===== src/rtl/ttc_apb_pkg.sv =====
// ---------------------------------------------------------------------------
// ttc_apb_pkg
// Shared types and constants for the TTC APB burst initiator: FSM state
// encoding, command status codes, the APB word stride, and the TC/TM window
// base addresses used by system integration.
// ---------------------------------------------------------------------------
package ttc_apb_pkg;

    typedef enum logic [2:0] {
        S_IDLE   = 3'd0,
        S_PREP   = 3'd1,
        S_SETUP  = 3'd2,
        S_ACCESS = 3'd3,
        S_FIN    = 3'd4
    } apb_state_t;

    // Command result codes reported on Status
    localparam logic [1:0] ST_OK      = 2'd0;
    localparam logic [1:0] ST_TIMEOUT = 2'd1;
    localparam logic [1:0] ST_ABORT   = 2'd2;

    // Byte stride between consecutive 32-bit words
    localparam int unsigned APB_WORD_STEP = 4;

    // Receive windows (TC frames in) and transmit windows (TM frames out)
    localparam logic [31:0] RX_WIN0_BASE = 32'h3000_6000;
    localparam logic [31:0] RX_WIN1_BASE = 32'h3000_8000;
    localparam logic [31:0] TX_WIN0_BASE = 32'h3000_0800;
    localparam logic [31:0] TX_WIN1_BASE = 32'h3000_1000;

endpackage


===== src/rtl/apb_burst_master.sv =====
// ---------------------------------------------------------------------------
// apb_burst_master
// APB3 initiator that runs a command-driven sequence of 32-bit single
// transfers at incrementing word addresses. Read data leaves on a
// valid/ready stream with a single-entry output register; write data is
// popped from an input stream. Each transfer has a wait-state timeout.
//
// Ports:
//   Clk, Rst                 clock, synchronous active-high reset
//   Cmd_Valid/Cmd_Ready      command handshake (ready only in IDLE)
//   Cmd_Write/Addr/Count     direction, start byte address, word count
//   Cmd_Abort                abort request, honoured between words
//   Wr_Data/Wr_Valid         write stream in
//   Wr_Ready                 one-cycle pop strobe, registered: it is high
//                            in the cycle after the word was captured
//   Rd_Data/Rd_Valid/Rd_Ready read stream out
//   PADDR..PREADY            APB3 initiator interface
//   Busy, Done, Status       activity, completion pulse, last result
//   Words_Done               words completed in the current/last command
// ---------------------------------------------------------------------------
module apb_burst_master
    import ttc_apb_pkg::*;
#(
    parameter int unsigned CNT_W   = 10,
    parameter int unsigned TIMEOUT = 255
) (
    input  logic             Clk,
    input  logic             Rst,
    input  logic             Cmd_Valid,
    output logic             Cmd_Ready,
    input  logic             Cmd_Write,
    input  logic [31:0]      Cmd_Addr,
    input  logic [CNT_W-1:0] Cmd_Count,
    input  logic             Cmd_Abort,
    input  logic [31:0]      Wr_Data,
    input  logic             Wr_Valid,
    output logic             Wr_Ready,
    output logic [31:0]      Rd_Data,
    output logic             Rd_Valid,
    input  logic             Rd_Ready,
    output logic [31:0]      PADDR,
    output logic             PSEL,
    output logic             PENABLE,
    output logic             PWRITE,
    output logic [31:0]      PWDATA,
    input  logic [31:0]      PRDATA,
    input  logic             PREADY,
    output logic             Busy,
    output logic             Done,
    output logic [1:0]       Status,
    output logic [CNT_W-1:0] Words_Done
);

    localparam int unsigned TO_W = $clog2(TIMEOUT + 1);

    apb_state_t       state;
    logic [CNT_W-1:0] remaining;
    logic [TO_W-1:0]  to_cnt;
    logic [1:0]       fin_status;   // result captured on entry to FIN, published with Done

    // Address LSBs are forced to zero and never looked at
    logic unused_addr_lsb;
    assign unused_addr_lsb = ^Cmd_Addr[1:0];

    // Command sequencer, APB drive and stream handshakes
    always_ff @(posedge Clk) begin
        if (Rst) begin
            state      <= S_IDLE;
            remaining  <= '0;
            to_cnt     <= '0;
            fin_status <= ST_OK;
            Cmd_Ready  <= 1'b1;
            Wr_Ready   <= 1'b0;
            Rd_Data    <= '0;
            Rd_Valid   <= 1'b0;
            PADDR      <= '0;
            PSEL       <= 1'b0;
            PENABLE    <= 1'b0;
            PWRITE     <= 1'b0;
            PWDATA     <= '0;
            Busy       <= 1'b0;
            Done       <= 1'b0;
            Status     <= ST_OK;
            Words_Done <= '0;
        end else begin
            Done     <= 1'b0;
            Wr_Ready <= 1'b0;

            // Output register drains independently of the sequencer
            if (Rd_Valid && Rd_Ready) begin
                Rd_Valid <= 1'b0;
            end

            case (state)
                S_IDLE: begin
                    if (Cmd_Valid) begin
                        PWRITE     <= Cmd_Write;
                        PADDR      <= {Cmd_Addr[31:2], 2'b00};
                        remaining  <= Cmd_Count;
                        Words_Done <= '0;
                        Cmd_Ready  <= 1'b0;
                        Busy       <= 1'b1;
                        if (Cmd_Count == '0) begin
                            fin_status <= ST_OK;
                            state      <= S_FIN;
                        end else begin
                            state <= S_PREP;
                        end
                    end
                end

                S_PREP: begin
                    if (Cmd_Abort) begin
                        fin_status <= ST_ABORT;
                        state      <= S_FIN;
                    end else if (PWRITE) begin
                        if (Wr_Valid) begin
                            PWDATA   <= Wr_Data;
                            Wr_Ready <= 1'b1;
                            PSEL     <= 1'b1;
                            state    <= S_SETUP;
                        end
                    end else if (!Rd_Valid || Rd_Ready) begin
                        // Output register is free (or frees this cycle), so the
                        // next read can never overwrite an unaccepted word
                        PSEL  <= 1'b1;
                        state <= S_SETUP;
                    end
                end

                S_SETUP: begin
                    PENABLE <= 1'b1;
                    to_cnt  <= '0;
                    state   <= S_ACCESS;
                end

                S_ACCESS: begin
                    if (PREADY) begin
                        if (!PWRITE) begin
                            Rd_Data  <= PRDATA;
                            Rd_Valid <= 1'b1;
                        end
                        PSEL       <= 1'b0;
                        PENABLE    <= 1'b0;
                        PADDR      <= PADDR + 32'(APB_WORD_STEP);
                        Words_Done <= Words_Done + CNT_W'(1);
                        remaining  <= remaining - CNT_W'(1);
                        if (remaining == CNT_W'(1)) begin
                            fin_status <= ST_OK;
                            state      <= S_FIN;
                        end else begin
                            state <= S_PREP;
                        end
                    end else if (to_cnt + TO_W'(1) == TO_W'(TIMEOUT)) begin
                        PSEL       <= 1'b0;
                        PENABLE    <= 1'b0;
                        fin_status <= ST_TIMEOUT;
                        state      <= S_FIN;
                    end else begin
                        to_cnt <= to_cnt + TO_W'(1);
                    end
                end

                S_FIN: begin
                    Done      <= 1'b1;
                    Status    <= fin_status;
                    Busy      <= 1'b0;
                    Cmd_Ready <= 1'b1;
                    state     <= S_IDLE;
                end

                default: begin
                    state <= S_IDLE;
                end
            endcase
        end
    end

endmodule


===== config.mk =====
export PLATFORM = sky130hd
export DESIGN_NAME = apb_burst_master
export DESIGN_NICKNAME = d
export VERILOG_FILES = /design/src/rtl/ttc_apb_pkg.sv /design/src/rtl/apb_burst_master.sv
export SDC_FILE = /design/constraint.sdc
export NUM_CORES = 1
export LEC_CHECK = 0
export ABC_AREA = 1
export CELL_PAD_IN_SITES_DETAIL_PLACEMENT = 0
export CELL_PAD_IN_SITES_GLOBAL_PLACEMENT = 2
export CORE_MARGIN = 3
export CORE_UTILIZATION = 26
export CTS_BUF_LIST = sky130_fd_sc_hd__clkbuf_4
export CTS_CLUSTER_SIZE = 20
export DETAILED_ROUTE_END_ITERATION = 7
export PLACE_DENSITY_LB_ADDON = 0.1
export RECOVER_POWER = 25
export SLEW_MARGIN = 5
export SYNTH_ARGS = -nofsm -noshare
export SYNTH_HDL_FRONTEND = slang
export SYNTH_SLANG_ARGS = --single-unit

===== constraint.sdc =====
create_clock -name Clk -period 5.7 [get_ports Clk]
set_clock_uncertainty 0.15 [all_clocks]
set_input_delay 0.57 -clock Clk [delete_from_list [all_inputs] [get_ports Clk]]
set_output_delay 0.57 -clock Clk [all_outputs]
set_load 0.01 [all_outputs]

# ---- Yosys cells after proc, flatten, opt, wreduce, memory -nomap -nowiden
# Index checks and enable logic that the tools add are counted.
dict set report classes {
  n_addsub 4
  n_eq_ne 19
  muxes 47
  bitwise 3
  n_reduce_logical 21
}
# op n
set ops {}
lappend ops {{32-bit two-way mux} 2}
lappend ops {{32-bit case mux with 2 select lines} 1}
lappend ops {{10-bit two-way mux} 4}
lappend ops {{10-bit case mux with 2 select lines} 2}
lappend ops {{32-bit by 3-bit adder with 32-bit output (second input constant)} 1}
lappend ops {{3-bit two-way mux} 9}
lappend ops {{8-bit two-way mux} 2}
lappend ops {{8-bit case mux with 2 select lines} 1}
lappend ops {{1-bit two-way mux} 14}
lappend ops {{2-bit != test (second input constant)} 7}
lappend ops {{2-bit two-way mux} 6}
lappend ops {{3-bit != test (second input constant)} 4}
lappend ops {{3-bit case mux with 4 select lines} 1}
lappend ops {{10-bit by 1-bit adder with 10-bit output (second input constant)} 1}
lappend ops {{10-bit by 1-bit equality test with 1-bit output (second input constant)} 1}
lappend ops {{10-bit zero test} 1}
lappend ops {{10-bit by 1-bit subtractor with 10-bit output (second input constant)} 1}
lappend ops {{3-bit AND reduction} 3}
lappend ops {{8-bit by 1-bit adder with 8-bit output (second input constant)} 1}
lappend ops {{8-bit equality test (second input constant)} 1}
lappend ops {{4-bit != test (second input constant)} 2}
lappend ops {{1-bit case mux with 2 select lines} 4}
lappend ops {{4-bit AND reduction} 2}
lappend ops {{2-bit nonzero test} 4}
lappend ops {{14 further kinds} 19}
dict set report word_totals {
  ff_bits 139
  inputBits 114
  out_inout_bits 116
  wordCells 111
}

# ---- Logic depth before layout (Yosys ltp)
dict set report depth {
  word_depth 6
  depth_mapped 13
  depth_no_buf 13
}

# ---- Worst setup path after synthesis
# No wires, ideal clock.
dict set report synth_path {
  path_type {register to register}
  from {reg PADDR[2]}
  to {reg PADDR[26]}
  setup_ns 0.128
  t_arrival_ns 1.594
  t_required_ns 5.422
  setup_slack_ns 3.827
  stages_incl_launch_ff 11
  n_path_buf 0
  period_less_slack_ns 1.873
  path_cell_list {dfxtp_1 > ha_1 > nand2_1 > inv_1 > nand3_1 > nor2_1 > nand3_1 > o21ai_0 > nand3_1 > nand2_1 > a21oi_1}
}
dict set report synth_via {
  elab_chain_len 3
}
# item line
set synth_lines {}
lappend synth_lines {{start, declared} apb_burst_master.sv:41} ;# output logic [31:0] PADDR,
lappend synth_lines {{start signal, assigned} apb_burst_master.sv:98} ;# PADDR <= {Cmd_Addr[31:2], 2'b00};
lappend synth_lines {{start signal, assigned} apb_burst_master.sv:145} ;# PADDR <= PADDR + 32'(APB_WORD_STEP);
lappend synth_lines {{32-bit by 3-bit adder with 32-bit output} apb_burst_master.sv:145}
lappend synth_lines {{32-bit two-way mux} apb_burst_master.sv:138} ;# if (PREADY) begin
lappend synth_lines {{32-bit case mux with 2 select lines} apb_burst_master.sv:94} ;# case (state)
# No other way between the ends. The select of a mux whose other input is x is not followed.
# A chain may end at the register's enable or synchronous reset.

==> summary.md <==
| Metric | Value |
|---|---|
| Ranking of synthesized cells by area | dfxtp_1 (41%), nor2_1 (13%), nand2_1 (8.9%), o21ai_0 (8.0%), a21oi_1 (4.5%) |
| Final Instance Count excl. Fillers | between 1500 and 2000 |
| Sw frac | between 30% and 40% |
| Cts bufs inserted | 17 |
| Hold Crit Class | flip-flop to flip-flop |
| EDFF count, synth | 0 |
| Root Buffer | clkbuf_4 |
| P per Cell Area | 231 mW/mm2 |
| Boundary pin count | 230 |
| Starting Density | 26.8% |
| Syn_area_per_cell | 6.79 um2 |
| Clk sinks | between 100 and 150 |
| DRC Markers | 0 |
| Post-Synthesis Cells | 975 |
| Global-route track usage on met3 | between 7 and 8% |
| Vias after detailed routing | 6809 |
| Period minus WS final | 3.92 ns |
| Layout cells sized above 1 | 4.79% |
| H-tree depth | 4 |
| Die Y | 166 um |
| Vias per inst | between 4 and 5 |
| Yosys top cell area share | approximately 41% |
| Data required, critical path | 6.00 ns |
| CTS tree | yes |
| Rows | 57 |
| Clk Latency, worst-skew pair | approximately 0.54 ns |
| First-pass GRT wire length | between 30000 and 40000 um |
| RSZ-0062 raised after global routing | false |
| 1st-pass router iterations | 4 |
| Largest net degree at the start of global routing | 60 |
| Worst slew pin tran | 1.94 ns |
| Comb power frac | approximately 20% |
| Fin. Hold Viols | 0 |
| MaxCap Viol Count | 1 |
| Global routing usage on met2 | 27.4% |
| Sw power | roughly 0.00070 W |
| Crit start category | input pin |
| CTS max path bufs | 2 |
| Worst Hold Slack | 0.304 ns |
| Core area | 0.0247 mm2 |
| Total Wirelength | 23200 um |
| GPL Wtd Cong | 0.797 |
| Netlist cell types | 43 |
| Port Buffers | ~230 |
| Gr busiest metal | met2 |
| VDD IR max | 0.000115 V |
| P_leak | 3.75 nW |
| Routed Antenna Nets | 0 |
| Final global-route overflow total | 0 |
| Vias in the first global route | approximately 6500 |
| Run status | finished, violations left |
| Initial antenna violation count | 3 |
| Endpoint type of the worst setup path | flip-flop |
| Total track usage | between 15 and 20% |
| Fin Setup TNS | 0 ns |
| Synth Register Bits | approximately 140 |
| Final setup vio count | 0 |
| Sequential fraction of the synthesis area | between 40% and 50% |
| CP max FO | 52 |
| Final worst-path cycle share | 68.8% |
| Dominant cell type by area after synthesis | dfxtp_1 |
| Reg power frac | 50.0% |
| Failing checks | max-capacitance violations, max-slew violations |
| Pins Over Slew Limit | 29 |
| DPL Wire Length | 16300 um |
| Area growth, synth to finish | 41.3% |
| Ys Warns | 0 |
| Rel. slew slack | -29.3% |
| Synthesized area | 0.00662 mm2 |
| Pint | between 0.001 and 0.0015 W |
| Die width | 166 um |
| Hold buffers post-CTS | 0 |
| DR iter-0 viols | ~270 |
| Post-cts resize count | 0 |
| Clock Power Share | 30.0% |
| DR WL/cell | 15.3 um |
| Ys flop type | dfxtp_1 |
| DIE AREA | 0.0274 mm2 |
| Met1 usage | between 20% and 30% |
| CP Class | input pin to flip-flop |
| WP data arrival | 4.22 ns |
| Maximum clock frequency | 255 MHz |
| Post CTS Setup Buffer Count | 0 |
| CTS clock-pin slew for the worst setup and hold paths | 0.13 ns |
| Post-Place Cells | between 1000 and 1500 |
| Fin nets | 1296 |
| Asr flop ratio synth | 0% |
stage by stage:
| step | cell area (um2) | setup WS [ns] | power, W | util (%) |
|---|---|---|---|---|
| global route | 9350 | 1.47 | 0.00229 | 37.9 |
| global placement | 9080 | 2.06 | 0.00154 | 36.8 |
| detailed placement | 9080 | 2.09 | 0.00154 | 36.8 |
| floorplan | 6620 | 3.83 | 0.00132 | - |
| CTS | 9350 | 2.41 | 0.00221 | 37.9 |
| finish | 9350 | 1.78 | 0.00216 | 37.9 |
registers in the layout, summed over array words and instances, names as in the netlist, 2 cells and up:
name,cells
PADDR,30
PWDATA,32
Rd_Data,32
Status,2
Words_Done,10
fin_status,2
remaining,10
state,3
to_cnt,8
synth_stat cells, types with 2 or more instances:
| master | count |
|---|---|
| a211oi_1 | 4 |
| a21oi_1 | 59 |
| a221oi_2 | 4 |
| a22oi_1 | 3 |
| a31oi_1 | 6 |
| buf_1 | 5 |
| buf_2 | 10 |
| buf_4 | 2 |
| buf_6 | 4 |
| clkbuf_1 | 27 |
| dfxtp_1 | 137 |
| ha_1 | 6 |
| inv_1 | 74 |
| inv_2 | 4 |
| nand2_1 | 157 |
| nand2_2 | 3 |
| nand2_4 | 2 |
| nand3_1 | 42 |
| nand3_2 | 2 |
| nand3b_1 | 7 |
| nand4_1 | 10 |
| nor2_1 | 232 |
| nor2_2 | 2 |
| nor3_1 | 19 |
| o211ai_1 | 2 |
| o21a_1 | 6 |
| o21ai_0 | 106 |
| o21ai_1 | 11 |
| o21bai_1 | 3 |
| or2_2 | 2 |
| xnor2_1 | 5 |
| xor2_1 | 8 |
area by class of cell:
type | count | area, um2
multi-input cells | 713 | 3360
well taps | 324 | 405
fillers | 2709 | 15300
repair buffers | 229 | 2280
clock buffers | 18 | 135
flip-flops and latches | 137 | 2740
inverters | 78 | 293
diodes | 2 | 5.00
clock inverters | 14 | 136
layer usage:
layer | routed length [um] | vias up | share of wire, %
met4 | 273 | 4 | 1.2
met3 | 2320 | 24 | 10
li1 | - | 3572 | -
met1 | 9840 | 3013 | 42
met2 | 10700 | 196 | 46
met5 | 27 | - | 0.12
critical path: stages:
cell           delay (ns)
dlygate4sd3_1        0.52
clkbuf_1             1.38
inv_2                0.90
buf_4                0.54
nand2_1              0.13
inv_1                0.04
nand2_1              0.05
inv_1                0.03
kinds of logic (layout without fill, tap and decap cells):
kind of cell	Yosys count	count (layout)	synth area share (%)
compound gates	208	208	17.3
xor+xnor	13	13	1.72
fa+ha+maj	6	6	1.13
buf+inv	126	339	7.90
flops	137	137	41.4
other cells	1	4	0.0567
simple gates	484	484	30.4
power groups by stage:
stage | sequential (W) | clock, W | combinational (W)
after floorplan | 0.00110 | 0 | 0.000220
after global placement | 0.00110 | 0 | 0.000439
after detailed placement | 0.00110 | 0 | 0.000440
after CTS | 0.00108 | 0.000691 | 0.000442
after global routing | 0.00109 | 0.000718 | 0.000483
final | 0.00108 | 0.000647 | 0.000431
cell usage in the layout (no fill, tap or decap), drive strengths merged, types with 4 or more instances in the layout:
master	synthesis	layout
a31oi	6	6
dlygate4sd3	0	55
nor3	20	20
o21ai	117	117
clkinv	0	4
ha	6	6
a221oi	4	4
nand2	162	162
o21a	6	6
nor2	235	235
xnor2	5	5
a21oi	59	59
nand3	44	44
a211oi	4	4
nand4	10	10
clkdlybuf4s50	0	170
xor2	8	8
nand3b	7	7
clkbuf	27	19
dfxtp	137	137
inv	78	85
final timing paths:
path                          startpoint                          to  slack (ns)  cells after the start
setup / recovery                     Rst       state[0]$_SDFFE_PP0P_        1.78                      8
hold reg to reg   Cmd_Ready$_SDFFE_PP1P_      Cmd_Ready$_SDFFE_PP1P_        0.30                      2
setup reg to reg   state[2]$_SDFFE_PP0P_  Words_Done[4]$_SDFFE_PP0P_        2.52                      8
hold / removal    Cmd_Ready$_SDFFE_PP1P_      Cmd_Ready$_SDFFE_PP1P_        0.30                      2
No activity file was read; power rests on OpenSTA's default activity.
